## src/rtl/prog_mem_loader.sv

```systemverilog
// prog_mem_loader: parametrised program/data memory with a front-panel loader
// for the 8-bit SAP-style core.
//
// Optional feature macro: PROG_PROTECT_EN
//   defined   - RUN-mode core writes to addresses 0..PROT_TOP are dropped and
//               set the sticky prot_err flag; loader writes are never blocked.
//   undefined - every core write is accepted, prot_err is tied 0.
//
// Ports:
//   clk          system clock, rising edge
//   reset        synchronous, active-high reset
//   start        1 requests RUN mode, 0 requests LOAD mode
//   addr_mode    0 = load address from sw_addr, 1 = auto-increment pointer
//   sw_addr      switch address
//   sw_data      switch data
//   load_btn     raw (bouncy, asynchronous) load button
//   cpu_addr     core address
//   cpu_wr_en    core write strobe (honoured only in RUN)
//   cpu_wr_data  core write data
//   cpu_rd_data  combinational read data (core address in RUN, load address otherwise)
//   run          1 while in RUN
//   load_addr    address the next loader write will target
//   load_ack     one-cycle pulse on each loader write
//   wr_count     saturating count of loader writes since reset
//   prot_err     sticky protection violation flag
module prog_mem_loader #(
    parameter int DATA_W     = 8,
    parameter int ADDR_W     = 4,
    parameter int DEB_CYCLES = 4,
    parameter int PROT_TOP   = 7
) (
    input  logic              clk,
    input  logic              reset,
    input  logic              start,
    input  logic              addr_mode,
    input  logic [ADDR_W-1:0] sw_addr,
    input  logic [DATA_W-1:0] sw_data,
    input  logic              load_btn,
    input  logic [ADDR_W-1:0] cpu_addr,
    input  logic              cpu_wr_en,
    input  logic [DATA_W-1:0] cpu_wr_data,
    output logic [DATA_W-1:0] cpu_rd_data,
    output logic              run,
    output logic [ADDR_W-1:0] load_addr,
    output logic              load_ack,
    output logic [ADDR_W:0]   wr_count,
    output logic              prot_err
);

    localparam int unsigned DEPTH = 2 ** ADDR_W;
    localparam int          CNT_W = $clog2(DEB_CYCLES + 1);

    if (DEB_CYCLES < 1 || PROT_TOP < 0 || PROT_TOP >= 2 ** ADDR_W) begin : g_param_check
        $error("prog_mem_loader: DEB_CYCLES must be >= 1 and PROT_TOP within the address range");
    end

    typedef enum logic [1:0] {
        ST_LOAD,
        ST_WRITE,
        ST_RUN
    } state_t;

    state_t            state;
    state_t            state_nxt;

    logic [DATA_W-1:0] mem [DEPTH];
    logic              btn_meta;
    logic              btn_sync;
    logic              btn_deb;
    logic [CNT_W-1:0]  deb_cnt;
    logic              press_evt;
    logic [ADDR_W-1:0] ptr;
    logic              cpu_we_ok;

    // ---------------- button conditioning ----------------
    // press_evt is registered together with the 0->1 flip of btn_deb, so it
    // is high in the first cycle the debounced level reads 1.
    always_ff @(posedge clk) begin
        if (reset) begin
            btn_meta  <= 1'b0;
            btn_sync  <= 1'b0;
            btn_deb   <= 1'b0;
            deb_cnt   <= '0;
            press_evt <= 1'b0;
        end else begin
            btn_meta  <= load_btn;
            btn_sync  <= btn_meta;
            press_evt <= 1'b0;
            if (btn_sync == btn_deb) begin
                deb_cnt <= '0;
            end else if (deb_cnt == CNT_W'(DEB_CYCLES - 1)) begin
                btn_deb   <= btn_sync;
                deb_cnt   <= '0;
                press_evt <= btn_sync;
            end else begin
                deb_cnt <= deb_cnt + 1'b1;
            end
        end
    end

    // ---------------- mode FSM ----------------
    always_ff @(posedge clk) begin
        if (reset) state <= ST_LOAD;
        else       state <= state_nxt;
    end

    always_comb begin
        state_nxt = state;
        unique case (state)
            ST_LOAD: begin
                if (press_evt)  state_nxt = ST_WRITE;
                else if (start) state_nxt = ST_RUN;
            end
            ST_WRITE: state_nxt = start ? ST_RUN : ST_LOAD;
            ST_RUN:   if (!start) state_nxt = ST_LOAD;
            default:  state_nxt = ST_LOAD;
        endcase
    end

    always_comb begin
        run      = (state == ST_RUN);
        load_ack = (state == ST_WRITE);
    end

    // ---------------- protection ----------------
`ifdef PROG_PROTECT_EN
    logic prot_hit;
    assign prot_hit  = (cpu_addr <= ADDR_W'(PROT_TOP));
    assign cpu_we_ok = cpu_wr_en && !prot_hit;

    always_ff @(posedge clk) begin
        if (reset)                                      prot_err <= 1'b0;
        else if (state == ST_RUN && cpu_wr_en && prot_hit) prot_err <= 1'b1;
    end
`else
    assign cpu_we_ok = cpu_wr_en;
    assign prot_err  = 1'b0;
`endif

    // ---------------- loader bookkeeping ----------------
    assign load_addr = addr_mode ? ptr : sw_addr;

    always_ff @(posedge clk) begin
        if (reset) begin
            ptr      <= '0;
            wr_count <= '0;
        end else if (state == ST_WRITE) begin
            if (addr_mode)       ptr      <= ptr + 1'b1;
            if (wr_count != '1)  wr_count <= wr_count + 1'b1;
        end
    end

    // ---------------- memory ----------------
    // Reset has priority, so a reset landing on the WRITE cycle drops the write.
    always_ff @(posedge clk) begin
        if (reset) begin
            for (int unsigned i = 0; i < DEPTH; i++) mem[i] <= '0;
        end else if (state == ST_WRITE) begin
            mem[load_addr] <= sw_data;
        end else if (state == ST_RUN && cpu_we_ok) begin
            mem[cpu_addr] <= cpu_wr_data;
        end
    end

    assign cpu_rd_data = (state == ST_RUN) ? mem[cpu_addr] : mem[load_addr];

endmodule

```

## config.mk

```make
export PLATFORM = sky130hd
export DESIGN_NAME = prog_mem_loader
export DESIGN_NICKNAME = d
export VERILOG_FILES = /design/src/rtl/prog_mem_loader.sv
export SDC_FILE = /design/constraint.sdc
export NUM_CORES = 1
export LEC_CHECK = 0
export ABC_AREA = 1
export ABC_CLOCK_PERIOD_IN_PS = 2100
export BUFFER_PORTS_ARGS = -buffer_cell sky130_fd_sc_hd__buf_2
export CAP_MARGIN = 25
export CORE_ASPECT_RATIO = 0.7
export CORE_MARGIN = 3
export CORE_UTILIZATION = 35
export CTS_CLUSTER_DIAMETER = 50
export DETAILED_ROUTE_END_ITERATION = 8
export PLACE_DENSITY_LB_ADDON = 0.1
export REMOVE_ABC_BUFFERS = 1
export SYNTH_ARGS = -nofsm -noshare
export SYNTH_HDL_FRONTEND = slang
export SYNTH_SLANG_ARGS = --single-unit
```

## constraint.sdc

```tcl
create_clock -name clk -period 2.1 [get_ports clk]
set_input_delay 0.315 -clock clk [delete_from_list [all_inputs] [get_ports clk]]
set_output_delay 0.315 -clock clk [all_outputs]
set_load 0.03 [all_outputs]
```

After elaboration in Yosys (flattened, before gate mapping)
Memory sizes are Yosys's and may differ from the RTL's.
Index checks and enable logic that the tools add are counted.
- bits in writable memories: 128
- register bits: 18
- bits in read-only memories: 0
- memories: 1
- word-level logic and storage cells: 53
- input bits: 30
- output and inout port bits: 20
- bits in latches: 0
- memories (name ; depth ; bits a word ; read ports ; clocked after memory_dff ; write ports ; line ; RTL):
    mem ; 16 ; 8 ; 2 ; 0 ; 16 ; 66 ; logic [DATA_W-1:0] mem [DEPTH];
- equality and inequality tests: 7
- div/mod/pow operators: 0
- shift-type cells: 0
- multiply operators: 0
- reduce and logical (&&, ||, !) cells: 10
- $add $sub $neg: 3
- muxes and demuxes: 22
- bitwise logic cells: 2
- $lt $le $gt $ge: 0
- operators with widths (cell ; number):
    $mux W8 ; 3
    $reduce_or A8 Y1 ; 2
    $mux W4 ; 3
    $mux W1 ; 11
    $mux W2 ; 4
    $reduce_and A2 Y1 ; 4
    $pmux W2 S3 ; 1
    $reduce_or A3 Y1 ; 2
    $add A5 B1 Y5 const B ; 1
    $ne A5 B5 Y1 const B ; 1
    $add A4 B1 Y4 const B ; 1
    $add A3 B1 Y3 const B ; 1
    $eq A3 B2 Y1 const B ; 1
    $ne A3 B3 Y1 const B ; 1
    $eq A2 B1 Y1 const B ; 1
    $eq A2 B2 Y1 const B ; 1
    $logic_not A2 Y1 ; 1
    $ne A2 B2 Y1 const B ; 1
    $not A1 Y1 ; 2
    $eq A1 B1 Y1 ; 1
    $logic_and A1 B1 Y1 ; 1

Depth between registers and ports, before layout
Gate-level depths: netlist of run 1.
- depth after elaboration: 8
- gate-level depth with buffers: 13
- depth with buffers taken out: 10

Worst setup path before layout of run 1
Ideal clock, no wire load.
- path type: in2out
- from: input addr_mode
- to: output cpu_rd_data[6]
- arrival: 1811 ps
- stages: 11
- path slack: -26 ps
- path through: buf_6 -> inv_2 -> nand2_1 -> nand2_1 -> clkbuf_1 -> nand3_1 -> nand3_1 -> nand3_1 -> nand2_1 -> nand2_1 -> nand2_1
- cells in the longest elaborated chain, start to end: 3
- ends and longest elaborated chain (item ; line ; RTL):
    from (decl) ; 35 ; input logic addr_mode,
    $mux W4 ; 141 ; assign load_addr = addr_mode ? ptr : sw_addr;
    via load_addr[1] ; 44 ; output logic [ADDR_W-1:0] load_addr,
    $mem_v2 Z16 W8 ; - ;
    $mux W8 ; 165 ; assign cpu_rd_data = (state == ST_RUN) ? mem[cpu_addr] : mem[load_addr];
    to (decl) ; 42 ; output logic [DATA_W-1:0] cpu_rd_data,
The timed path passes the listed nets, and every way through them passes these cells.

Final worst setup path of run 1
- from: register ptr[0]
- to: output cpu_rd_data[6]
- cells in the longest elaborated chain, start to end: 3
- ends and longest elaborated chain (item ; line ; RTL):
    from (decl) ; 72 ; logic [ADDR_W-1:0] ptr;
    from (signal assigned) ; 148 ; if (addr_mode) ptr <= ptr + 1'b1;
    $mux W4 ; 141 ;
    $mem_v2 Z16 W8 ; - ;
    $mux W8 ; 165 ;
Every way passes these cells.

==> results of run 1 <==
[flip-flops by register name, indices dropped and copies added, names as in the netlist]
name       flops
btn_deb        1
btn_meta       1
btn_sync       1
deb_cnt        3
mem          128
press_evt      1
ptr            4
state          2
wr_count       5
[report_power, final]
| group | leakage [nW] | switching (mW) | internal (mW) |
|---|---|---|---|
| registers | 1.47 | 0.0458 | 3.24 |
| clock network | 0.328 | 1.31 | 2.01 |
| logic | 3.40 | 0.907 | 0.569 |
[cell usage after synthesis, drive strengths merged]
library cell  instances  area [sq um]
nor2                152         598.1
o21a                  1         7.510
nand2               173         709.4
xor2                  1         8.760
nand3b               10         75.07
nor3                  3         20.02
nand3               210          1064
clkinv                2         7.510
o21ai                74         400.4
nor4                  1         6.260
buf                  30         153.9
and3                  1         6.260
o211ai                2         15.01
nor3b                 1         18.77
mux2i                 8         80.08
inv                 144         543.0
edfxtp              128          3844
dfxtp                18         360.4
conb                  1         3.750
clkbuf               34         127.6
ha                    5         62.56
a21oi                71         355.3
[cell type report]
class / instances / area [sq um]
Tap cell: 312 / 390.4
Multi-Input combinational cell: 715 / 3948
Fill cell: 2223 / 11480
Clock inverter: 7 / 46.29
Timing Repair Buffer: 187 / 1964
Clock buffer: 25 / 603.1
Inverter: 146 / 553.0
Sequential cell: 146 / 4210
[worst min path at each step]
stage	from	endpoint	slack (ps)	cells past startpoint
detailed placement	btn_meta	btn_sync	410	2
CTS	load_btn	btn_meta	100	3
global placement	btn_meta	btn_sync	400	2
finish	load_btn	btn_meta	130	3
floorplan	reset	btn_deb	380	1
global route	start	state[1]	120	3
[critical path: stages, from the launching register on]
cell and delay [ps]:
sky130_fd_sc_hd__dfxtp_4 390, sky130_fd_sc_hd__nand2_8 80, sky130_fd_sc_hd__nand2_8 140, sky130_fd_sc_hd__buf_16 170
sky130_fd_sc_hd__nand2_1 60, sky130_fd_sc_hd__nand3_1 100, sky130_fd_sc_hd__nand3_2 100, sky130_fd_sc_hd__nand3_1 130
sky130_fd_sc_hd__nand2_1 60, sky130_fd_sc_hd__nand2_1 70, sky130_fd_sc_hd__nand2_2 80, sky130_fd_sc_hd__buf_6 140
[metal layers]
metal / up-vias / GRT usage, % / share of wire [%]
met2: 392 / 34.26 / 40
met4: 0 / 7.454 / 2.3
met3: 54 / 6.340 / 9.7
met1: 3750 / 39.17 / 48
met5: - / 0 / 0
li1: 3853 / - / -
[cells by family (layout without fill, tap and decap cells)]
logic type | after synthesis | in the layout | share of synthesized area [%]
xor gates and xnor gates | 1 | 1 | 0.1035
DFF | 146 | 146 | 49.65
buffers and inverters | 210 | 365 | 9.827
and+or+nand+nor | 551 | 552 | 29.50
muxes | 8 | 8 | 0.9458
other | 1 | 1 | 0.04429
AOI/OAI and AO/OA | 148 | 148 | 9.192
adders and majority gates | 5 | 5 | 0.7389
[what timing repair did]
action | 4_1_cts | 5_1_grt
gates cloned | 4 | 2
resized for setup | 79 | 66
buffers inserted | 6 | 5
pin swaps | 22 | 34
setup endpoints to repair | 64 | 133
hold buffers | 0 | 0
==> metrics.log, run 1 <==
[metrics] Syn-to-layout area delta: 38.36%
[metrics] final-layout setup total negative slack: -1168 ps
[metrics] maximum fanout along the worst path: 17
[metrics] share of final-layout standard cells stronger than drive strength 1: between 20% and 30%
[metrics] number of antenna violations at the first check in global routing: 0
[metrics] endpoints failing setup: 8
[metrics] number of buffers inserted during clock tree synthesis: 17
[metrics] final count of pins violating max slew: 0
[metrics] wire per inst: between 20 and 25 um
[metrics] Core Footprint: between 20000 and 25000 sq um
[metrics] leakage power summed over all cells: 5.198 nW
[metrics] power density over cell area: around 690 nW/um^2
[metrics] RePlAce Congestion: a little over 0.9
[metrics] Worst Setup Slack, final: -177.6 ps
[metrics] Reg-to-Reg Start: ptr[0]
[metrics] transition at the pin with the smallest max-transition slack: about 640 ps
[metrics] detail-routed via count per cell: between 5 and 6
[metrics] cell area after placement: roughly 10000 sq um
[metrics] final design instance area without fill: approximately 12000 sq um
[metrics] total global routing overflow: 0
[metrics] final count of hold timing violations: 0
[metrics] area of the die: ~26000 sq um
[metrics] post-detailed-route count of antenna-violating nets: 0
[metrics] count of TritonRoute iterations in the first routing pass: 6
[metrics] total of buffers placed on input and output ports: 48
[metrics] Worst setup startpoint: ptr[0]
[metrics] post-placement setup slack: -78.66 ps
[metrics] class of the tightest hold or removal check: in2reg
[metrics] Detailed Route WL: 32400 um
[metrics] gate count after technology mapping: 1070
[metrics] Cell Count Post-Placement: about 1.5k
[metrics] total number of nets in the final design: between 1k and 1.5k
[metrics] capturing element type of the critical path: primary output
[metrics] RSZ-0062 raised after global routing: yes
[metrics] count of vias placed by the detailed router: 8049
[metrics] wire length of the first global-routing pass: approximately 48000 um
[metrics] critical register-to-register path endpoint: mem[0][7]
[metrics] max-cap check violation count: 0
[metrics] worst-case hold slack: 127.6 ps
[metrics] Seq/Total Area, Yosys: around half
[metrics] highest attainable clock frequency: ~440 MHz
[metrics] Boundary Pins: 50
[metrics] most frequent cells in the layout: sky130_fd_sc_hd__nand3_1, sky130_fd_sc_hd__nor2_1, sky130_fd_sc_hd__inv_1
[metrics] number of sinks handled by clock tree synthesis: between 100 and 150
[metrics] number of flip-flops and latches in the synthesized netlist: ~150
[metrics] setup slack of the worst register-to-register path: 60 ps
[metrics] Placement Rows: 46
[metrics] root buffer cell: sky130_fd_sc_hd__clkbuf_16
[metrics] most frequent standard cell in the layout excluding fill and tap cells: sky130_fd_sc_hd__nand3_1
[metrics] WS Path Type: reg2out
[metrics] worst path arrival time: roughly 2000 ps
[metrics] drc violations: 0
[metrics] H-tree level count: 4
[metrics] mean cell area of the mapped netlist: approximately 7.9 sq um
[metrics] later-pin clock latency in the skew report: approximately 440 ps
[metrics] number of global-route vias before repair: 7295
[metrics] final critical-path share of the clock period: 108.5%
[metrics] worst clock skew on the final layout: ~8 ps
[metrics] detailed router's first-iteration violation count: roughly 1.1k
[metrics] violations in the final reports: setup timing
[metrics] die extent in y: 136.1 um
[metrics] antenna diode instance count: 0
[metrics] post-DP HPWL: about 23000 um
[metrics] number of buffers between clock root and the deepest sink: 2
[metrics] width of the die: 191.9 um
[metrics] Warnings, synthesis: 0
[metrics] clock-pin transition on the worst setup and hold timing paths: about 70 ps
[metrics] required time worst endpoint: about 1800 ps
[metrics] maximum number of pins on one net before global-route repair: 36
[metrics] status: finished with violations
[metrics] worst relative slew slack: 57.44%
[metrics] initial core utilization: a little over a third
[metrics] startpoint kind of the worst setup timing path: flip-flop
[metrics] Cell variety after synth: 36
[metrics] end point of the critical path: cpu_rd_data[6]
[metrics] global router's overall resource usage: 25.32%
[metrics] netlist area before placement: 8467 sq um
[metrics] PnR Total Power: between 8 and 9 mW
[metrics] final standard cell count with taps included and fillers excluded: 1538
[metrics] clock period minus final worst setup slack: ~2300 ps
[metrics] Layout Utilization: 50.51%
[metrics] Register-to-Register Path Depth: 11
[metrics] CTS tree: done
[metrics] maximum VDD drop: approximately 0.61 mV
Power figures use the tool's default switching activity.
==> run 2, diff against run 1 <==
ABC_CLOCK_PERIOD_IN_PS = 2800   (was 2100)
CAP_MARGIN = 5   (was 25)
clock period = 2.8 ns   (was 2.1 ns; I/O delays follow)
==> run 2 against run 1 <==
The flow now finishes without violations. Die area unchanged. Combinational power decreased by 45%. Sequential cell count unchanged. Final area down 15%. Cell count is 5.5% lower. Clock-buffer cell count is 7 lower. Clock power fell by 30%. Hold slack improved by 65 ps. Critical path depth shrank 1.
==> metrics.log, run 2 (synthesis gave the netlist of run 1 again) <==
[metrics] wire length of the first global-routing pass: 45220 um (-5.5%)
[metrics] detailed router's first-iteration violation count: 796 (-25%)
[metrics] final design instance area without fill: 9915 sq um (-15%)
[metrics] worst clock skew on the final layout: 9.308 ps (+1.176 ps)
[metrics] drc violations: 0 (unchanged)
[metrics] worst-case hold slack: 192.8 ps (+65.26 ps)
[metrics] worst relative slew slack: 54.81% (-2.6 points)
[metrics] class of the tightest hold or removal check: in2reg
[metrics] clock period minus final worst setup slack: about 2600 ps
[metrics] leading registers by flop count: mem x128, wr_count x5, ptr x4
[metrics] total of buffers placed on input and output ports: 48 (unchanged)
[metrics] final critical-path share of the clock period: around 95%
[metrics] endpoints failing setup: 0 (-8)
[metrics] count of TritonRoute iterations in the first routing pass: 5 (-1)
[metrics] WS Path Type: reg2out
[metrics] Reg-to-Reg Start: state[1]
[metrics] number of flip-flops in the largest register: 128 (unchanged)
[metrics] die extent in y: 136.1 um (unchanged)
[metrics] number of global-route vias before repair: 7019 (-3.8%)
[metrics] maximum VDD drop: 0.4249 mV (-30%)
[metrics] startpoint kind of the worst setup timing path: flip-flop
[metrics] H-tree level count: 4 (unchanged)
[metrics] leakage power summed over all cells: 4.363 nW (-16%)
[metrics] most frequent cells in the layout: sky130_fd_sc_hd__nand3_1, sky130_fd_sc_hd__nand2_1, sky130_fd_sc_hd__nor2_1
[metrics] number of buffers between clock root and the deepest sink: 2 (unchanged)
[metrics] maximum number of pins on one net before global-route repair: 49 (+36%)
[metrics] Register-to-Register Path Depth: 8 (-3)
[metrics] RePlAce Congestion: 0.9010 (-2.7%)
[metrics] Core Footprint: 23190 sq um (unchanged)
[metrics] root buffer cell: sky130_fd_sc_hd__clkbuf_16
[metrics] Layout Utilization: 42.74% (-7.8 points)
[metrics] Top reg by flops: mem
[metrics] total number of nets in the final design: 1164 (-6.7%)
[metrics] PnR Total Power: 5.610 mW (-31%)
[metrics] required time worst endpoint: 2380 ps (+600 ps)
[metrics] share of final-layout standard cells stronger than drive strength 1: 16.02% (-13 points)
[metrics] global router's overall resource usage: 23.77% (-1.6 points)
[metrics] Boundary Pins: 50 (unchanged)
[metrics] post_cts resized: 0 (-100%)
[metrics] power density over cell area: 565.9 nW/um^2 (-18%)
[metrics] count of vias placed by the detailed router: 7530 (-6.4%)
[metrics] status: complete, no violations
[metrics] post-detailed-route count of antenna-violating nets: 0 (unchanged)
[metrics] min-delay src: load_btn
[metrics] Placement Rows: 46 (unchanged)
[metrics] Syn-to-layout area delta: 17.10%
[metrics] maximum fanout along the worst path: 33 (+16)
[metrics] total global routing overflow: 0 (unchanged)
[metrics] number of antenna violations at the first check in global routing: 0 (unchanged)
[metrics] Detailed Route WL: 29980 um (-7.5%)
[metrics] total setup buffers inserted after CTS: 0 (-6)
[metrics] detail-routed via count per cell: 5.179 (-1.0%)
[metrics] final count of pins violating max slew: 0 (unchanged)
[metrics] clock-pin transition on the worst setup and hold timing paths: 60 ps (about the same)
[metrics] cell depth of the worst min-delay path: 3 (unchanged)
[metrics] area of the die: 26120 sq um (unchanged)
[metrics] critical register-to-register path endpoint: mem[6][7]
[metrics] CTS tree: done
[metrics] highest attainable clock frequency: 377.6 MHz
[metrics] capturing element type of the critical path: primary output
[metrics] hold_buf cts: 0 (unchanged)
[metrics] width of the die: 191.9 um (unchanged)
[metrics] initial core utilization: 36.50% (unchanged)
[metrics] post-DP HPWL: 21050 um (-8.0%)
[metrics] transition at the pin with the smallest max-transition slack: 677.2 ps (+39.45 ps)
[metrics] number of buffers inserted during clock tree synthesis: 17 (unchanged)
[metrics] setup slack of the worst register-to-register path: 430 ps (+370 ps)
[metrics] cell area after placement: 9306 sq um (-9.0%)
[metrics] wire per inst: 20.62 um (-2.1%)
[metrics] number of sinks handled by clock tree synthesis: 146 (unchanged)
[metrics] max-cap check violation count: 0 (unchanged)
[metrics] antenna diode instance count: 0 (unchanged)
[metrics] later-pin clock latency in the skew report: 430 ps (about the same)
[metrics] endpoint of the worst hold-timing path: btn_meta
[metrics] worst path arrival time: 2230 ps (+270 ps)
[metrics] most frequent standard cell in the layout excluding fill and tap cells: sky130_fd_sc_hd__nand3_1
[metrics] final count of hold timing violations: 0 (unchanged)
[metrics] RSZ-0062 raised after global routing: no
[run 2: cell types whose count changed in the layout (fill, tap and decap cells not counted), sizes merged]
cell,change
clkinvlp,+5
nand3,-1
inv,-3
clkbuf,-8
bufinv,+3
buf,-82
clkinv,+2
[run 2: where the power goes]
group	internal, mW	switching [mW]	leakage [nW]
sequential	2.43	0.0313	1.47
combinational	0.230	0.581	2.62
clock	1.39	0.941	0.274
total	4.06	1.55	4.36
[run 2: layout make-up]
type | count | area [sq um]
Clock buffer | 18 | 429.2
Inverter | 146 | 550.5
Fill cell | 2389 | 13280
Tap cell | 312 | 390.4
Timing Repair Buffer | 104 | 713.2
Clock inverter | 14 | 162.7
Multi-Input combinational cell | 714 | 3463
Sequential cell | 146 | 4205
[run 2: how the worst max path moves through the flow]
stage | slack (ps) | depth (start not counted) | to | start
floorplan | -1040 | 8 | mem[6][0] | addr_mode
global placement | 320 | 12 | cpu_rd_data[6] | addr_mode
detailed placement | 310 | 12 | cpu_rd_data[6] | addr_mode
CTS | 70 | 11 | cpu_rd_data[5] | ptr[0]
global route | 20 | 10 | cpu_rd_data[7] | ptr[1]
finish | 150 | 10 | cpu_rd_data[5] | ptr[1]
[run 2: critical path, cell delays in order, from the launching register on]
cell	delay [ps]
sky130_fd_sc_hd__dfxtp_1	410
sky130_fd_sc_hd__nand2_1	70
sky130_fd_sc_hd__nand2_1	130
sky130_fd_sc_hd__buf_6	320
sky130_fd_sc_hd__nand3_1	120
sky130_fd_sc_hd__nand3_1	150
sky130_fd_sc_hd__nand3_1	140
sky130_fd_sc_hd__nand2_1	90
sky130_fd_sc_hd__nand2_1	40
sky130_fd_sc_hd__nand2_1	100
sky130_fd_sc_hd__buf_2	210
[run 2: per-stage QoR]
stage	TNS (ps)	worst slack [ps]	std cells
after detailed placement	0	314.3	1422
after global routing	0	16.66	1454
final	0	152.0	1454
after floorplan	-214580	-1039	1006
after global placement	0	320.9	1422
after CTS	0	70.85	1454
[run 2: layer usage]
metal	up-vias	GRT usage [%]	part of all wire (%)
met4	0	7.047	1.9
li1	3669	-	-
met5	-	0	0
met1	3535	36.39	50
met3	32	6.830	9.4
met2	294	31.93	39
==> run 3, diff against run 2 <==
ABC_AREA = default   (was 1)
==> run 3 against run 2 <==
Synthesized cell count decreased by 41%. Fmax decreased by 2.6%. Sequential power about the same. Wire length decreased by 21%. Sequential cell count unchanged. Power decreased by 4.0%. Register-to-register slack improved by 160 ps. Non-clock buffer count decreased by 4. Clock power decreased by 3%. Critical endpoint is now cpu_rd_data[3].
==> metrics.log, run 3 <==
[metrics] status: complete, no violations
[metrics] power density over cell area: 567.2 nW/um^2 (+0.24%)
[metrics] class of the tightest hold or removal check: in2reg
[metrics] highest signal layer in the routed design: met4
[metrics] die extent in y: 133.0 um (-2.3%)
[metrics] count of TritonRoute iterations in the first routing pass: 5 (unchanged)
[metrics] antenna diode instance count: 0 (unchanged)
[metrics] RePlAce Congestion: 0.8670 (-3.8%)
[metrics] final count of hold timing violations: 0 (unchanged)
[metrics] Cell Count Post-Placement: 993 (-30%)
[metrics] total global routing overflow: 0 (unchanged)
[metrics] root buffer cell: sky130_fd_sc_hd__clkbuf_16
[metrics] worst clock skew on the final layout: 7.654 ps (-1.654 ps)
[metrics] later-pin clock latency in the skew report: 420 ps (about the same)
[metrics] number of flip-flops in the largest register: 128 (unchanged)
[metrics] required time worst endpoint: 2380 ps (about the same)
[metrics] Warnings, synthesis: 0 (unchanged)
[metrics] maximum fanout along the worst path: 8 (-76%)
[metrics] leading registers by flop count: mem x128, wr_count x5, ptr x4
[metrics] drc violations: 0 (unchanged)
[metrics] startpoint kind of the worst setup timing path: flip-flop
[metrics] met2 routed wirelength: 9701 um (-17%)
[metrics] CTS tree: done
[metrics] highest attainable clock frequency: 368.0 MHz (-2.6%)
[metrics] number of sinks handled by clock tree synthesis: 146 (unchanged)
[metrics] cell types occupying the most area after synthesis: sky130_fd_sc_hd__edfxtp_1, sky130_fd_sc_hd__mux4_2, sky130_fd_sc_hd__mux2i_1
[metrics] most frequent standard cell in the layout excluding fill and tap cells: sky130_fd_sc_hd__nor2_1
[metrics] Seq/Total Area, Yosys: 52.13% (+2.5 points)
[metrics] post-placement setup slack: -14.04 ps (-328.4 ps)
[metrics] post-synth top area cell: sky130_fd_sc_hd__edfxtp_1
[metrics] maximum VDD drop: 0.4158 mV (-2.2%)
[metrics] H-tree level count: 4 (unchanged)
[metrics] most frequent cells in the layout: sky130_fd_sc_hd__nor2_1, sky130_fd_sc_hd__edfxtp_1, sky130_fd_sc_hd__mux2i_1
[metrics] width of the die: 187.4 um (-2.3%)
[metrics] post-detailed-route count of antenna-violating nets: 0 (unchanged)
[metrics] synth cell count leaders: sky130_fd_sc_hd__nor2_1, sky130_fd_sc_hd__edfxtp_1, sky130_fd_sc_hd__mux2i_1, sky130_fd_sc_hd__mux4_2
[metrics] routed wl met3: 1686 um (-40%)
[metrics] RSZ-0062 raised after global routing: no
[metrics] number of flip-flops and latches in the synthesized netlist: 146 (unchanged)
[metrics] worst path arrival time: 2300 ps (+70 ps)
[metrics] count of vias placed by the detailed router: 5649 (-25%)
[metrics] number of antenna violations at the first check in global routing: 0 (unchanged)
[metrics] max-cap check violation count: 0 (unchanged)
[metrics] wire length of the first global-routing pass: 35350 um (-22%)
[metrics] area of the die: 24930 sq um (-4.6%)
[metrics] final critical-path share of the clock period: 97.06% (+2.5 points)
[metrics] worst relative slew slack: 57.83% (+3.0 points)
[metrics] leakage power summed over all cells: 3.629 nW (-17%)
[metrics] Cell variety after synth: 52 (+44%)
[metrics] total of buffers placed on input and output ports: 48 (unchanged)
[metrics] count of flip-flops with a built-in enable after synthesis: 128 (unchanged)
[metrics] Layout Utilization: 42.91% (+0.17 points)
[metrics] share of final-layout standard cells stronger than drive strength 1: 27.11% (+11 points)
[metrics] detail-routed via count per cell: 5.495 (+6.1%)
[metrics] Placement Rows: 45 (-2.2%)
[metrics] capturing element type of the critical path: primary output
[metrics] most numerous cell in the Yosys netlist: sky130_fd_sc_hd__nor2_1
[metrics] wire per inst: 23.14 um (+12%)
[metrics] worst-case hold slack: 200.6 ps (+7.732 ps)
[metrics] initial core utilization: 36.45% (-0.054 points)
[metrics] share of the synthesized area in the top cell type: 47.66% (+2.3 points)
[metrics] Syn-to-layout area delta: 17.73%
[metrics] final count of pins violating max slew: 0 (unchanged)
[metrics] mean cell area of the mapped netlist: 12.68 sq um (+60%)
[metrics] Detailed Route WL: 23780 um (-21%)
[metrics] total number of nets in the final design: 745 (-36%)
[metrics] sum of routed wire segments on met1: 12220 um (-18%)
[metrics] post-DP HPWL: 17570 um (-17%)
[metrics] netlist area before placement: 8065 sq um (-4.7%)
[metrics] final standard cell count with taps included and fillers excluded: 1028 (-29%)
[metrics] gate count after technology mapping: 636 (-41%)
[metrics] fraction of registers with async set or reset after synthesis: 0% (unchanged)
[metrics] Core Footprint: 22130 sq um (-4.6%)
[metrics] clock period minus final worst setup slack: 2718 ps (+69.61 ps)
[metrics] dominant register cell in the synthesized netlist: sky130_fd_sc_hd__edfxtp_1
[metrics] WS Path Type: reg2out
[metrics] cell area after placement: 8790 sq um (-5.6%)
[metrics] final design instance area without fill: 9495 sq um (-4.2%)
[metrics] number of buffers inserted during clock tree synthesis: 17 (unchanged)
[metrics] number of global-route vias before repair: 5328 (-24%)
[metrics] Top reg by flops: mem
[metrics] endpoints failing setup: 0 (unchanged)
[metrics] clock-pin transition on the worst setup and hold timing paths: 70 ps (about the same)
[metrics] Worst Setup Slack, final: 82.36 ps (-69.61 ps)
[metrics] Boundary Pins: 50 (unchanged)
[metrics] maximum number of pins on one net before global-route repair: 40 (-18%)
[metrics] detailed router's first-iteration violation count: 546 (-31%)
[metrics] hold_buf cts: 0 (unchanged)
[metrics] transition at the pin with the smallest max-transition slack: 628.3 ps (-48.84 ps)
[metrics] number of buffers between clock root and the deepest sink: 2 (unchanged)
[metrics] global router's overall resource usage: 19.16% (-4.6 points)
## run 3: worst paths after layout
| kind | from | end | slack (ps) | depth (start not counted) |
|---|---|---|---|---|
| worst max-delay path | ptr[0] | cpu_rd_data[3] | 80 | 7 |
| worst min-delay path | load_btn | btn_meta | 200 | 2 |
| worst max register to register | ptr[3] | mem[0][0] | 590 | 6 |
| worst min register to register | deb_cnt[0] | deb_cnt[0] | 420 | 1 |
## run 3: critical path, cell delays in order (launching register included)
cell	delay (ps)
sky130_fd_sc_hd__dfxtp_1	370
sky130_fd_sc_hd__mux2i_4	220
sky130_fd_sc_hd__buf_4	190
sky130_fd_sc_hd__o21ai_1	230
sky130_fd_sc_hd__o22ai_1	240
sky130_fd_sc_hd__a21oi_1	60
sky130_fd_sc_hd__a31oi_1	300
sky130_fd_sc_hd__buf_2	270
## run 3: logic make-up after synthesis
kind of cell | after synthesis | synth area share [%]
AND/OR/NAND/NOR | 236 | 13.33
flip-flops | 146 | 52.13
multiplexers | 110 | 21.77
AO/OA/AOI/OAI | 77 | 6.516
buffers and inverters | 54 | 4.685
XOR/XNOR | 7 | 0.7602
adder cells (fa/ha/maj) | 5 | 0.7757
other | 1 | 0.04650
## run 3: cell type report
class | instances | area [sq um]
fill | 2061 | 12630
sequential | 146 | 4205
multi-input combinational | 436 | 3535
timing repair buffer | 100 | 759.5
clock buffer | 17 | 425.4
tap | 305 | 381.6
clock inverter | 15 | 155.1
inverter | 9 | 33.78
## run 3: repair_timing
item	in CTS	in global routing
setup endpoints to repair	8	7
pin swaps	0	1
cloned	1	1
buffers inserted	0	1
resized for setup	4	10
## run 3: metal layers
metal	GRT usage, %	up-vias
met1	30.87	2855
li1	-	2572
met3	4.264	13
met4	3.540	0
met5	0	-
met2	26.18	209
## run 3: metrics by stage
step / TNS [ps] / total power, mW
2_1_floorplan: -30750 / 2.856
3_3_place_gp: 0 / 3.126
3_5_place_dp: -14.04 / 3.132
4_1_cts: 0 / 5.408
5_1_grt: 0 / 5.573
6_report: 0 / 5.386
## run 3: where the power goes
part	switching (mW)	total, mW	leakage [nW]	internal (mW)
clock network	0.950	2.27	0.281	1.32
logic	0.378	0.641	1.87	0.263
registers	0.0468	2.47	1.48	2.43
total	1.37	5.39	3.63	4.01
